[src/rtl/shift_issue_stage.sv]
// shift_issue_stage
// Two-entry issue buffer between RV32 decode and the combinational shifter.
// Decodes SLL/SRL/SRA (register and immediate forms) at push time. It then
// presents the head entry to the shifter through registered output fields.
// Illegal shift encodings complete their handshake, are dropped, and raise a
// one-cycle err pulse on the following cycle.
module shift_issue_stage (
    input  logic        clk,
    input  logic        rst,
    input  logic        flush,
    input  logic        in_valid,
    output logic        in_ready,
    input  logic [31:0] in_rs1,
    input  logic [31:0] in_rs2,
    input  logic [4:0]  in_shamt,
    input  logic        in_is_imm,
    input  logic [2:0]  in_funct3,
    input  logic        in_funct7_b5,
    input  logic [4:0]  in_rd,
    output logic        out_valid,
    input  logic        out_ready,
    output logic [31:0] out_tobeshifted,
    output logic [4:0]  out_amount,
    output logic [1:0]  out_left,
    output logic [4:0]  out_rd,
    output logic        err
);

    // Returns {legal, shift_code}.
    // Shift codes: 01 = logical left, 00 = logical right, 10 = arithmetic right.
    function automatic logic [2:0] decode_shift(input logic [2:0] funct3,
                                                input logic       f7b5);
        logic [2:0] res;
        case (funct3)
            3'b001:  res = f7b5 ? 3'b000 : 3'b101;
            3'b101:  res = f7b5 ? 3'b110 : 3'b100;
            default: res = 3'b000;
        endcase
        return res;
    endfunction

    // Entry storage
    logic [31:0] val_r [2];
    logic [4:0]  amt_r [2];
    logic [1:0]  lft_r [2];
    logic [4:0]  tag_r [2];

    logic [1:0]  count_r;
    logic        rd_ptr_r;
    logic        wr_ptr_r;
    logic        ready_r;
    logic        valid_r;
    logic        err_r;
    logic [31:0] head_val_r;
    logic [4:0]  head_amt_r;
    logic [1:0]  head_lft_r;
    logic [4:0]  head_tag_r;

    logic [2:0]  dec_s;
    logic        legal_s;
    logic [1:0]  new_left_s;
    logic [4:0]  new_amount_s;
    logic        accept_s;
    logic        store_s;
    logic        pop_s;
    logic [1:0]  count_next_s;
    logic        rd_ptr_next_s;
    logic        wr_ptr_next_s;
    logic        head_load_s;
    logic        head_from_in_s;
    logic        rs2_unused_s;

    // Only the low five bits of rs2 carry a shift amount.
    assign rs2_unused_s = ^in_rs2[31:5];

    // Decode the incoming operation and compute handshakes and next FIFO state.
    always_comb begin
        dec_s          = decode_shift(in_funct3, in_funct7_b5);
        legal_s        = dec_s[2];
        new_left_s     = dec_s[1:0];
        new_amount_s   = in_is_imm ? in_shamt : in_rs2[4:0];
        accept_s       = in_valid && ready_r && !flush;
        store_s        = accept_s && legal_s;
        pop_s          = valid_r && out_ready && !flush;
        count_next_s   = count_r;
        rd_ptr_next_s  = rd_ptr_r;
        wr_ptr_next_s  = wr_ptr_r;
        if (flush) begin
            count_next_s  = 2'd0;
            rd_ptr_next_s = 1'b0;
            wr_ptr_next_s = 1'b0;
        end else begin
            count_next_s  = count_r + {1'b0, store_s} - {1'b0, pop_s};
            rd_ptr_next_s = pop_s ? ~rd_ptr_r : rd_ptr_r;
            wr_ptr_next_s = store_s ? ~wr_ptr_r : wr_ptr_r;
        end
        // Head registers follow the entry that will be at the head next
        // cycle. They hold when the buffer empties or is flushed.
        head_load_s    = !flush && (count_next_s != 2'd0);
        head_from_in_s = store_s && (wr_ptr_r == rd_ptr_next_s);
    end

    // Pointer, occupancy and handshake status registers.
    always_ff @(posedge clk or posedge rst) begin
        if (rst) begin
            count_r  <= 2'd0;
            rd_ptr_r <= 1'b0;
            wr_ptr_r <= 1'b0;
            ready_r  <= 1'b1;
            valid_r  <= 1'b0;
            err_r    <= 1'b0;
        end else begin
            count_r  <= count_next_s;
            rd_ptr_r <= rd_ptr_next_s;
            wr_ptr_r <= wr_ptr_next_s;
            ready_r  <= (count_next_s != 2'd2);
            valid_r  <= (count_next_s != 2'd0);
            err_r    <= accept_s && !legal_s;
        end
    end

    // Entry storage written on every legal accepted push.
    always_ff @(posedge clk or posedge rst) begin
        if (rst) begin
            for (int i = 0; i < 2; i++) begin
                val_r[i] <= 32'd0;
                amt_r[i] <= 5'd0;
                lft_r[i] <= 2'd0;
                tag_r[i] <= 5'd0;
            end
        end else if (store_s) begin
            val_r[wr_ptr_r] <= in_rs1;
            amt_r[wr_ptr_r] <= new_amount_s;
            lft_r[wr_ptr_r] <= new_left_s;
            tag_r[wr_ptr_r] <= in_rd;
        end
    end

    // Registered head fields presented to the shifter.
    always_ff @(posedge clk or posedge rst) begin
        if (rst) begin
            head_val_r <= 32'd0;
            head_amt_r <= 5'd0;
            head_lft_r <= 2'd0;
            head_tag_r <= 5'd0;
        end else if (head_load_s) begin
            if (head_from_in_s) begin
                head_val_r <= in_rs1;
                head_amt_r <= new_amount_s;
                head_lft_r <= new_left_s;
                head_tag_r <= in_rd;
            end else begin
                head_val_r <= val_r[rd_ptr_next_s];
                head_amt_r <= amt_r[rd_ptr_next_s];
                head_lft_r <= lft_r[rd_ptr_next_s];
                head_tag_r <= tag_r[rd_ptr_next_s];
            end
        end
    end

    assign in_ready        = ready_r;
    assign out_valid       = valid_r;
    assign err             = err_r;
    assign out_tobeshifted = head_val_r;
    assign out_amount      = head_amt_r;
    assign out_left        = head_lft_r;
    assign out_rd          = head_tag_r;

endmodule
[config.mk]
export PLATFORM = sky130hd
export DESIGN_NAME = shift_issue_stage
export DESIGN_NICKNAME = d
export VERILOG_FILES = /design/src/rtl/shift_issue_stage.sv
export SDC_FILE = /design/constraint.sdc
export NUM_CORES = 1
export LEC_CHECK = 0
export BUFFER_PORTS_ARGS = -buffer_cell sky130_fd_sc_hd__buf_2
export CORE_AREA = 2 2 155 119
export DETAILED_ROUTE_END_ITERATION = 8
export DIE_AREA = 0 0 157 121
export MAX_ROUTING_LAYER = met4
export SLEW_MARGIN = 20
export SYNTH_ARGS = -nofsm -noshare
export SYNTH_HDL_FRONTEND = slang
export SYNTH_SLANG_ARGS = --single-unit
[constraint.sdc]
create_clock -name clk -period 7.22 [get_ports clk]
set_input_delay 1.083 -clock clk [delete_from_list [all_inputs] [get_ports clk]]
set_output_delay 1.083 -clock clk [all_outputs]
set_load 0.05 [all_outputs]
== Word-level counts from Yosys, hierarchy flattened ==
Cells that the tools add are included.

* Bitwise operators: 4
* Reduce and logical (&&, ||, !) cells: 13
* Order comparisons: 3
* Add/sub/neg operators: 2
* Mux-type cells: 35
* Equality and inequality tests: 4

{| class="wikitable"
|+ Operators with widths
! kind !! number
|-
| 32-bit two-way mux || 5
|-
| 64-bit bitwise mux || 1
|-
| 5-bit two-way mux || 10
|-
| 32-bit demux with 1-bit select || 1
|-
| 10-bit bitwise mux || 2
|-
| 2-bit two-way mux || 7
|-
| 1-bit logical AND || 9
|-
| 3-bit one-hot mux with 2 select lines || 1
|-
| 5-bit demux with 1-bit select || 1
|-
| 4-bit bitwise mux || 1
|-
| 2-bit greater-or-equal comparator (second input constant) || 2
|-
| 1-bit two-way mux || 4
|-
| 1-bit NOT with 2-bit output || 2
|-
| 2-bit nonzero test || 2
|-
| 3-bit by 1-bit equality test with 1-bit output (second input constant) || 1
|-
| 3-bit equality test (second input constant) || 1
|-
| 3-bit two-way mux || 1
|-
| 2-bit by 1-bit adder with 2-bit output || 1
|-
| 2-bit demux with 1-bit select || 1
|-
| 1-bit logical NOT || 2
|-
| 2-bit by 1-bit < comparator with 1-bit output (second input constant) || 1
|-
| 2-bit != test (second input constant) || 1
|-
| 1-bit NOT || 2
|-
| 2-bit by 1-bit subtractor with 2-bit output || 1
|-
| 1-bit equality test || 1
|}

* Flip-flop bits (word level): 139

== Logic depth before layout (Yosys ltp) ==
Gate-level depths: netlist of run 1.

* Depth in word-level cells: 9
* Mapped depth: 17
* Mapped depth without buffers: 11

== Least setup slack after synthesis of run 1 ==
Ideal clock, no wire load.

* Path type: input to register
* From: in flush
* To: reg head_val_r[2], in the netlist out_tobeshifted[2]
* Buffers on the path: 6
* Arrival: 3.313 ns
* Stages on the path: 17
* Library setup time: 0.076 ns
* Setup slack: 3.831 ns
* Cell sequence: buf_4 and3b_1 and3_1 buf_6 inv_2 buf_6 ha_1 inv_1 ha_1 xnor3_1 a21o_1 buf_6 clkinv_2 buf_6 buf_8 o31ai_1 o21ai_1

* Word-level cells in the longest chain between the ends: 9

{| class="wikitable"
|+ Ends and longest elaborated chain
! element !! RTL line !! text
|-
| start, declared || 10 || <nowiki>input logic flush,</nowiki>
|-
| parallel branches: the longest is 9 deep, another holds 2-bit by 1-bit adder with 2-bit output || -- ||
|-
| end signal, assigned || 148 || <nowiki>head_val_r <= in_rs1;</nowiki>
|-
| end signal, assigned || 153 || <nowiki>head_val_r <= val_r[rd_ptr_next_s];</nowiki>
|-
| end, declared || 54 || <nowiki>logic [31:0] head_val_r;</nowiki>
|}

Parallel ways; which one is timed is not known. The select of a mux whose other input is x is not followed.
A chain may end at the register's enable or synchronous reset.

== Worst setup path in the final report of run 1 ==
* From: in in_funct3[2]
* To: reg head_val_r[24], in the netlist out_tobeshifted[24]

* Word-level cells in the longest chain between the ends: 8

{| class="wikitable"
|+ Ends and longest elaborated chain
! element !! RTL line !! text
|-
| start, declared || 17 || <nowiki>input logic [2:0] in_funct3,</nowiki>
|-
| 3-bit equality test or 3-bit by 1-bit equality test with 1-bit output (tied branches) || 34 || <nowiki>case (funct3)</nowiki>
|-
| 3-bit one-hot mux with 2 select lines (*) || 34 ||
|-
| 1-bit logical AND (*) || 83 || <nowiki>store_s = accept_s && legal_s;</nowiki>
|-
| 2-bit by 1-bit adder with 2-bit output || 93 || <nowiki>count_next_s = count_r + {1'b0, store_s} - {1'b0, pop_s};</nowiki>
|-
| 2-bit by 1-bit subtractor with 2-bit output || 93 ||
|-
| 2-bit two-way mux || 88 || <nowiki>if (flush) begin</nowiki>
|-
| 2-bit nonzero test || 99 || <nowiki>head_load_s = !flush && (count_next_s != 2'd0);</nowiki>
|-
| 1-bit logical AND || 99 ||
|}

Mark *: on every way between the ends. The rest lies on a longest branch, timed or not.

==> results of run 1 <==
[cells in the final DEF, fill, tap and decap left out, drive strengths merged, types with 2 or more instances in the layout]
| cell type | synthesis | routed |
|---|---|---|
| mux2i | 5 | 5 |
| o31ai | 37 | 37 |
| a211oi | 44 | 44 |
| clkinv | 1 | 5 |
| xnor3 | 3 | 3 |
| nand2 | 54 | 54 |
| buf | 42 | 110 |
| a21oi | 5 | 5 |
| nand2b | 2 | 2 |
| diode | 0 | 2 |
| ha | 2 | 2 |
| a21o | 2 | 2 |
| mux2 | 74 | 74 |
| a31o | 7 | 7 |
| inv | 50 | 50 |
| clkinvlp | 0 | 2 |
| dfrtp | 138 | 138 |
| nor2b | 2 | 2 |
| clkbuf | 17 | 24 |
| o21ai | 56 | 56 |
| a221oi | 44 | 44 |
| nor2 | 8 | 8 |
[per-layer routing]
metal,part of all wire [%],track usage (%),vias to the layer above
li1,-,-,2350
met1,45,27.1,2655
met2,47,31.7,179
met3,6.1,4.00,21
met4,1.3,7.97,0
met5,0,-,-
[synth_stat cells, types with 7 or more instances]
cell	number
a211oi_1	44
a221oi_1	31
a221oi_2	13
a31o_2	7
buf_2	14
buf_6	18
clkbuf_1	17
dfrtp_1	138
inv_1	49
mux2_1	14
mux2_2	60
nand2_1	54
nor2_1	8
o21ai_0	12
o21ai_1	44
o31ai_1	37
[cell type report]
cell class              instances  area (µm²)  share of cell area, %
flip-flops and latches        139        3480                   44.1
diodes                          2        5.00                 0.0634
multi-input cells             354        2780                   35.3
repair buffers                110         568                   7.20
well taps                     242         303                   3.84
inverters                      51         198                   2.50
clock buffers                  24         492                   6.23
clock inverters                 7        65.1                  0.824
[stage by stage]
stage	std cells	power (mW)	worst slack, ps	instance area, µm²
floorplan	603	1.74	2410	6850
global placement	896	1.94	1850	7310
detailed placement	896	1.97	1750	7320
CTS	927	2.80	2200	7880
global route	929	2.91	2430	7890
finish	929	2.78	2750	7890
[tightest hold or removal path, stage by stage, from the launching register on]
cell     delay, ps
dfrtp_1        330
nand2_1         50
o21ai_1         60
[cell families after synthesis]
group	count (synthesis)	synth area share, %
XOR/XNOR	3	1.00
adder cells (fa/ha/maj)	2	0.365
flip-flops	139	50.8
AND/OR/NAND/NOR	73	4.48
buffers and inverters	110	8.93
multiplexers	79	12.9
AO/OA/AOI/OAI	197	21.5
[path summary, 6_finish.rpt]
path / to / slack [ps] / cells after the start
max: out_tobeshifted[24] / 2750 / 12
min: out_amount[1] / 480 / 2
max reg2reg: out_tobeshifted[24] / 3140 / 11
min reg2reg: out_amount[1] / 480 / 2
max in group asynchronous: val_r[6] / 5120 / 3
min in group asynchronous: err / 750 / 2
[where the power goes]
part | total (mW) | internal [mW] | switching [mW]
clock network | 0.827 | 0.505 | 0.321
logic | 0.865 | 0.244 | 0.621
registers | 1.08 | 0.969 | 0.116
total | 2.78 | 1.72 | 1.06
[state kept, by name, summed over array words and instances, names as in the netlist, 4 cells and up]
name and flops:
amt_r 10, lft_r 4, out_amount 5, out_rd 5
out_tobeshifted 32, tag_r 10, val_r 64
==> flow_summary.toml, run 1 <==
[outcome]
status = "finished clean"

[grt]
grt_start_max_net_pins = 75
grt_usage_pct = 20.6
first_global_vias = 5427
grt_first_pass_wirelength_um = 28900
gr-total-overflow = 0
antenna_found_initial = 2

[timing]
finalMaxSlewViolations = 0
worstMarginPinSlew_ps = 995
whs_ps = 481
setup_viol_count_final = 0
min_period_ps = 4470
fin_crit_sh_pct = 61.9
hold_viol_final = 0
finClkSkew_ps = 8.32
fmax_mhz = 224
tns_ps = 0
slew-limit-headroom_pct = 33.6
grt_setup_unrepaired = "no"

[routing]
drt-total-wl_um = 18100
vias = 5205
via_per_inst = 5.60
routedWlPerCell_um = 19.5
drtPass1Iterations = 5
antenna_left = 0
drc_errors = 0
first_iter_violations = 341

[placed_design]
place.port_buffers = 103
dp_hpwl_um = 9990
place_congestion = 0.715

[critical_path]
cp-end-kind = "flop"
cpMostUsedCell = "ha_1"
path_cells = "buf_2 > nand2b_1 > and3_2 > inv_2 > ha_1 > inv_1 > ha_1 > xnor3_1 > a21o_4 > clkinv_2 > o31ai_1 > o21ai_1"
worstPathMaxFanout = 52
crit_arrival_ps = 4770
cp_slowest_cell = "clkinv_2"
rr_startpoint = "in_ready"
slowest_delay_ps = 760
startpoint_type = "input pin"
worst_ep_required_time_ps = 7520
critPathKind = "input pin to flop"
path_buf_inv = 4
setup.worst_path.start = "in_funct3[2]"
cp_top_family = "buffers and inverters"

[layout]
area_delta_synth_final_pct = 15.2
finalNetCount = 759
drive_gt1_share_pct = 33.4
final_util_pct = 45.4
fillCellCount = 1631

[clock_tree]
post-cts-setup-buffer-count = 0
path_clk_slew_ps = 60
cts_resized = 0
cts_made_buffers = 17
clockBufferDepth = 2
cts_htree_levels = 4
holdBufCountCts = 0
clkSinkCount = 139
cts_tree = "yes"
clk-insertion-delay-late_ps = 420
cts_root_buf = "clkbuf_16"

[die]
ios = 131
initial_core_util_pct = 39.4
dieArea_mm2 = 0.0190
fp-row-count = 42
chipWidth_um = 157
coreArea_mm2 = 0.0174
die_h_um = 121

[synth]
synthTopCellsByArea = "dfrtp_1 50%, mux2_2 9.9%, a211oi_1 4.8%"
synthArstFlopShare_pct = 100
syn_inst = 603
synth-main-ff-cell = "dfrtp_1"
avgSynthCellArea_um2 = 11.4
synth-seq-cells = 139
yosysTopAreaCellShare_pct = 50.4
ys_types = 39
seq_area_frac_synth_pct = 50.8
synth_enable_flop_cells = 0
syn-cell-area_mm2 = 0.00685
yosysTopAreaCell = "dfrtp_1"
synth_warnings = 0
synth_fp_nets = 689

[hold_path]
hold_start = "out_amount[1]"
hold_class = "flop to flop"

[pwr]
pwr_density_cell_mw_per_mm2 = 352
worst_ir_drop_vdd_uv = 184
leakagePower_nw = 3.46

[job]
cap_violations = 0
No activity file was read; power rests on OpenSTA's default activity.
==> inputs of run 2 (changes only) <==
- clock period: 7.22 -> 4.36 ns (I/O delays scaled with it)
==> flow_summary.toml, run 2 (synthesis results as in run 1) <==
[timing]
setup_viol_count_final = 0
finClkSkew_ps = 4.33
finalMaxSlewViolations = 0
hold_viol_final = 0
tns_ps = 0
fin_crit_sh_pct = 79.0
fmax_mhz = 290
worstMarginPinSlew_ps = 1010
slew-limit-headroom_pct = 32.9
whs_ps = 416
min_period_ps = 3450
grt_setup_unrepaired = "no"
worst_slack_ps = 914

[clock_tree]
cts_root_buf = "clkbuf_16"
cts_resized = 0
clockBufferDepth = 2
cts_htree_levels = 4
clkSinkCount = 139
cts_tree = "yes"
post-cts-setup-buffer-count = 0
holdBufCountCts = 0
cts_made_buffers = 17
path_clk_slew_ps = 50
clk-insertion-delay-late_ps = 420

[die]
initial_core_util_pct = 39.4
ios = 131
fp-row-count = 42
chipWidth_um = 157
die_h_um = 121
coreArea_mm2 = 0.0174
dieArea_mm2 = 0.0190

[routing]
drtPass1Iterations = 5
vias = 5147
met1_length_um = 8050
maxUsedRoutingLayer = "met4"
drt-total-wl_um = 18000
routedWlPerCell_um = 19.3
wl_met3_um = 1300
drc_errors = 0
antenna_left = 0
dr_wl_met2_um = 8450
via_per_inst = 5.51
first_iter_violations = 339

[layout]
area_delta_synth_final_pct = 15.5
finalNetCount = 762
largest_reg_flops = 64
fin_area_mm2 = 0.00791
fillCellCount = 1611
regMostFlops = "val_r"
final_util_pct = 45.5
final_common_cell = "dfrtp_1"
final_cell_mix = "138 x dfrtp_1, 103 x buf_2, 60 x mux2_2"
fin_cells = 934
drive_gt1_share_pct = 33.7

[pwr]
p_int_mw = 2.83
worst_ir_drop_vdd_uv = 241
combPwrFrac_pct = 31.6
p_total_mw = 4.57
clockPowerShare_pct = 29.4
seq_power_share_pct = 39.1
pwr_density_cell_mw_per_mm2 = 578
p_switching_mw = 1.74
sw_frac_of_total_pct = 38.0
leakagePower_nw = 3.47

[hold_path]
hold_class = "input pin to async pin"

[grt]
grt_usage_pct = 20.4
first_global_vias = 5359
gr-total-overflow = 0
grt_start_max_net_pins = 102
antenna_found_initial = 2
grt_first_pass_wirelength_um = 28800

[placed_design]
placed_cell_area_mm2 = 0.00735
dp_hpwl_um = 10200
place.port_buffers = 103
dpl_worst_slack_ps = 552
place_congestion = 0.742
dp.cells = 899

[critical_path]
crit_arrival_ps = 3730
startpoint_type = "flop"
worst_ep_required_time_ps = 4650
worstPathMaxFanout = 40
critPathKind = "flop to flop"
cp-end-kind = "flop"

[outcome]
status = "finished clean"

[job]
cap_violations = 0
[run 2: critical path: stages (launching register included)]
cell,delay (ps)
dfstp_2,360
and3b_1,210
and3_2,230
inv_2,680
ha_1,380
inv_1,60
ha_1,230
inv_1,100
a21o_2,150
clkinv_2,530
o31ai_1,260
o21ai_1,100
[run 2: path summary, 6_finish.rpt]
| path | start | end | slack, ps | cells after the start |
|---|---|---|---|---|
| min reg2reg | out_rd[3] | out_rd[3] | 480 | 2 |
| max | in_ready | out_tobeshifted[25] | 910 | 11 |
| max reg2reg | in_ready | out_tobeshifted[25] | 910 | 11 |
| min in group clk | out_rd[3] | out_rd[3] | 480 | 2 |
| min | rst | err | 420 | 2 |
| max in group asynchronous | rst | val_r[20] | 2920 | 3 |
[run 2: layout make-up]
type | count | area, µm² | area share, %
Tap cell | 242 | 303 | 3.83
Clock buffer | 24 | 482 | 6.09
Sequential cell | 139 | 3480 | 44.0
Multi-Input combinational cell | 354 | 2770 | 35.0
Timing Repair Buffer | 113 | 603 | 7.62
Inverter | 51 | 196 | 2.48
Antenna cell | 3 | 7.51 | 0.0949
Clock inverter | 8 | 67.6 | 0.854
[run 2: power groups by stage]
stage / registers, mW / logic, mW / clock network (mW)
finish: 1.79 / 1.44 / 1.34
global route: 1.82 / 1.54 / 1.43
CTS: 1.79 / 1.45 / 1.37
detailed placement: 1.81 / 1.45 / 0
global placement: 1.79 / 1.42 / 0
floorplan: 2.37 / 0.515 / 0
[run 2: layer usage]
metal	track usage, %	up-vias
li1	-	2352
met1	26.9	2609
met2	31.1	172
met3	5.29	14
met4	5.96	0
met5	-	-
==> inputs of run 3 (changes only) <==
- clock period: 4.36 -> 3.2 ns (I/O delays scaled with it)
==> flow_summary.toml, run 3 (synthesis results as in run 1) <==
[layout]
final_cell_mix = "138 x dfrtp_1, 103 x buf_2, 60 x mux2_2"
regMostFlops = "val_r"
fin_cells = 935
fin_area_mm2 = 0.00797
final_common_cell = "dfrtp_1"
final_util_pct = 45.8
area_delta_synth_final_pct = 16.3
drive_gt1_share_pct = 33.8
fillCellCount = 1602
finalNetCount = 764
largest_reg_flops = 64

[grt]
grt_first_pass_wirelength_um = 28200
grt_usage_pct = 19.8
gr-total-overflow = 0
first_global_vias = 5197
antenna_found_initial = 2
grt_start_max_net_pins = 124

[clock_tree]
holdBufCountCts = 0
clk-insertion-delay-late_ps = 420
cts_root_buf = "clkbuf_16"
path_clk_slew_ps = 60
cts_htree_levels = 4
post-cts-setup-buffer-count = 0
clockBufferDepth = 2
cts_made_buffers = 17
cts_tree = "yes"
cts_resized = 0
clkSinkCount = 139

[placed_design]
dp.cells = 901
dp_hpwl_um = 10100
place_congestion = 0.750
placed_cell_area_mm2 = 0.00739
place.port_buffers = 103
dpl_worst_slack_ps = 151

[critical_path]
crit_arrival_ps = 3210
worstPathMaxFanout = 38
critPathKind = "flop to flop"
startpoint_type = "flop"
cp-end-kind = "flop"
worst_ep_required_time_ps = 3490

[timing]
worstMarginPinSlew_ps = 947
finalMaxSlewViolations = 0
hold_viol_final = 0
finClkSkew_ps = 4.72
fmax_mhz = 342
grt_setup_unrepaired = "no"
fin_crit_sh_pct = 91.3
min_period_ps = 2920
slew-limit-headroom_pct = 36.9
setup_viol_count_final = 0
tns_ps = 0
worst_slack_ps = 277
whs_ps = 55.3

[pwr]
p_total_mw = 6.31
worst_ir_drop_vdd_uv = 394
seq_power_share_pct = 38.4
pwr_density_cell_mw_per_mm2 = 792
combPwrFrac_pct = 31.1
leakagePower_nw = 3.49
p_switching_mw = 2.36
sw_frac_of_total_pct = 37.5
p_int_mw = 3.94
clockPowerShare_pct = 30.5

[job]
cap_violations = 0

[routing]
drtPass1Iterations = 4
drt-total-wl_um = 17600
vias = 5117
first_iter_violations = 343
drc_errors = 0
routedWlPerCell_um = 18.8
antenna_left = 0
via_per_inst = 5.47

[die]
die_h_um = 121
chipWidth_um = 157
fp-row-count = 42
initial_core_util_pct = 39.4
coreArea_mm2 = 0.0174
dieArea_mm2 = 0.0190
ios = 131

[outcome]
status = "finished clean"

[hold_path]
hold_class = "input pin to async pin"
run 3: changes by cell type in the layout (fill, tap and decap cells not counted), sizes merged:
cell	previous run	this run
buf	113	115
bufinv	1	2
clkinv	7	4
clkinvlp	2	3
run 3: critical path, cell delays in order, from the launching register on:
cell and delay [ps]:
dfstp_2 520, and3b_1 240, and3_2 220, inv_2 40, ha_1 270, inv_1 40
ha_1 180, xnor3_1 220, a21o_2 150, clkinv_2 520, o31ai_1 270, o21ai_1 100
run 3: cell type report:
class	count	area [µm²]	area share, %
clock buffers	24	482	6.05
diodes	3	7.51	0.0943
well taps	242	303	3.80
clock inverters	7	90.1	1.13
multi-input cells	354	2760	34.7
repair buffers	115	643	8.07
flip-flops and latches	139	3480	43.7
inverters	51	196	2.47
run 3: power by group through the flow:
stage          Clock, mW  Combinational (mW)  Sequential (mW)
3_5_place_dp           0                1.97             2.46
6_report            1.92                1.96             2.43
3_3_place_gp           0                1.95             2.43
4_1_cts             1.96                1.98             2.43
2_1_floorplan          0               0.702             3.23
5_1_grt             2.04                2.10             2.47
run 3: per-layer routing:
| metal | up-vias | track usage [%] | wire (µm) |
|---|---|---|---|
| li1 | 2360 | - | - |
| met1 | 2601 | 25.7 | 8110 |
| met2 | 146 | 30.8 | 8330 |
| met3 | 10 | 5.64 | 1040 |
| met4 | 0 | 5.39 | 127 |
| met5 | - | - | 0 |
run 3: worst paths after layout:
| path | to | slack (ps) | cells past startpoint | start |
|---|---|---|---|---|
| min in group clk | val_r[45] | 320 | 2 | in_rs1[13] |
| setup / recovery | out_tobeshifted[29] | 280 | 11 | in_ready |
| hold / removal | out_amount[1] | 60 | 2 | rst |
| max in group asynchronous | val_r[39] | 2170 | 3 | rst |
| hold reg to reg | out_rd[0] | 480 | 2 | out_rd[0] |
| setup reg to reg | out_tobeshifted[29] | 280 | 11 | in_ready |
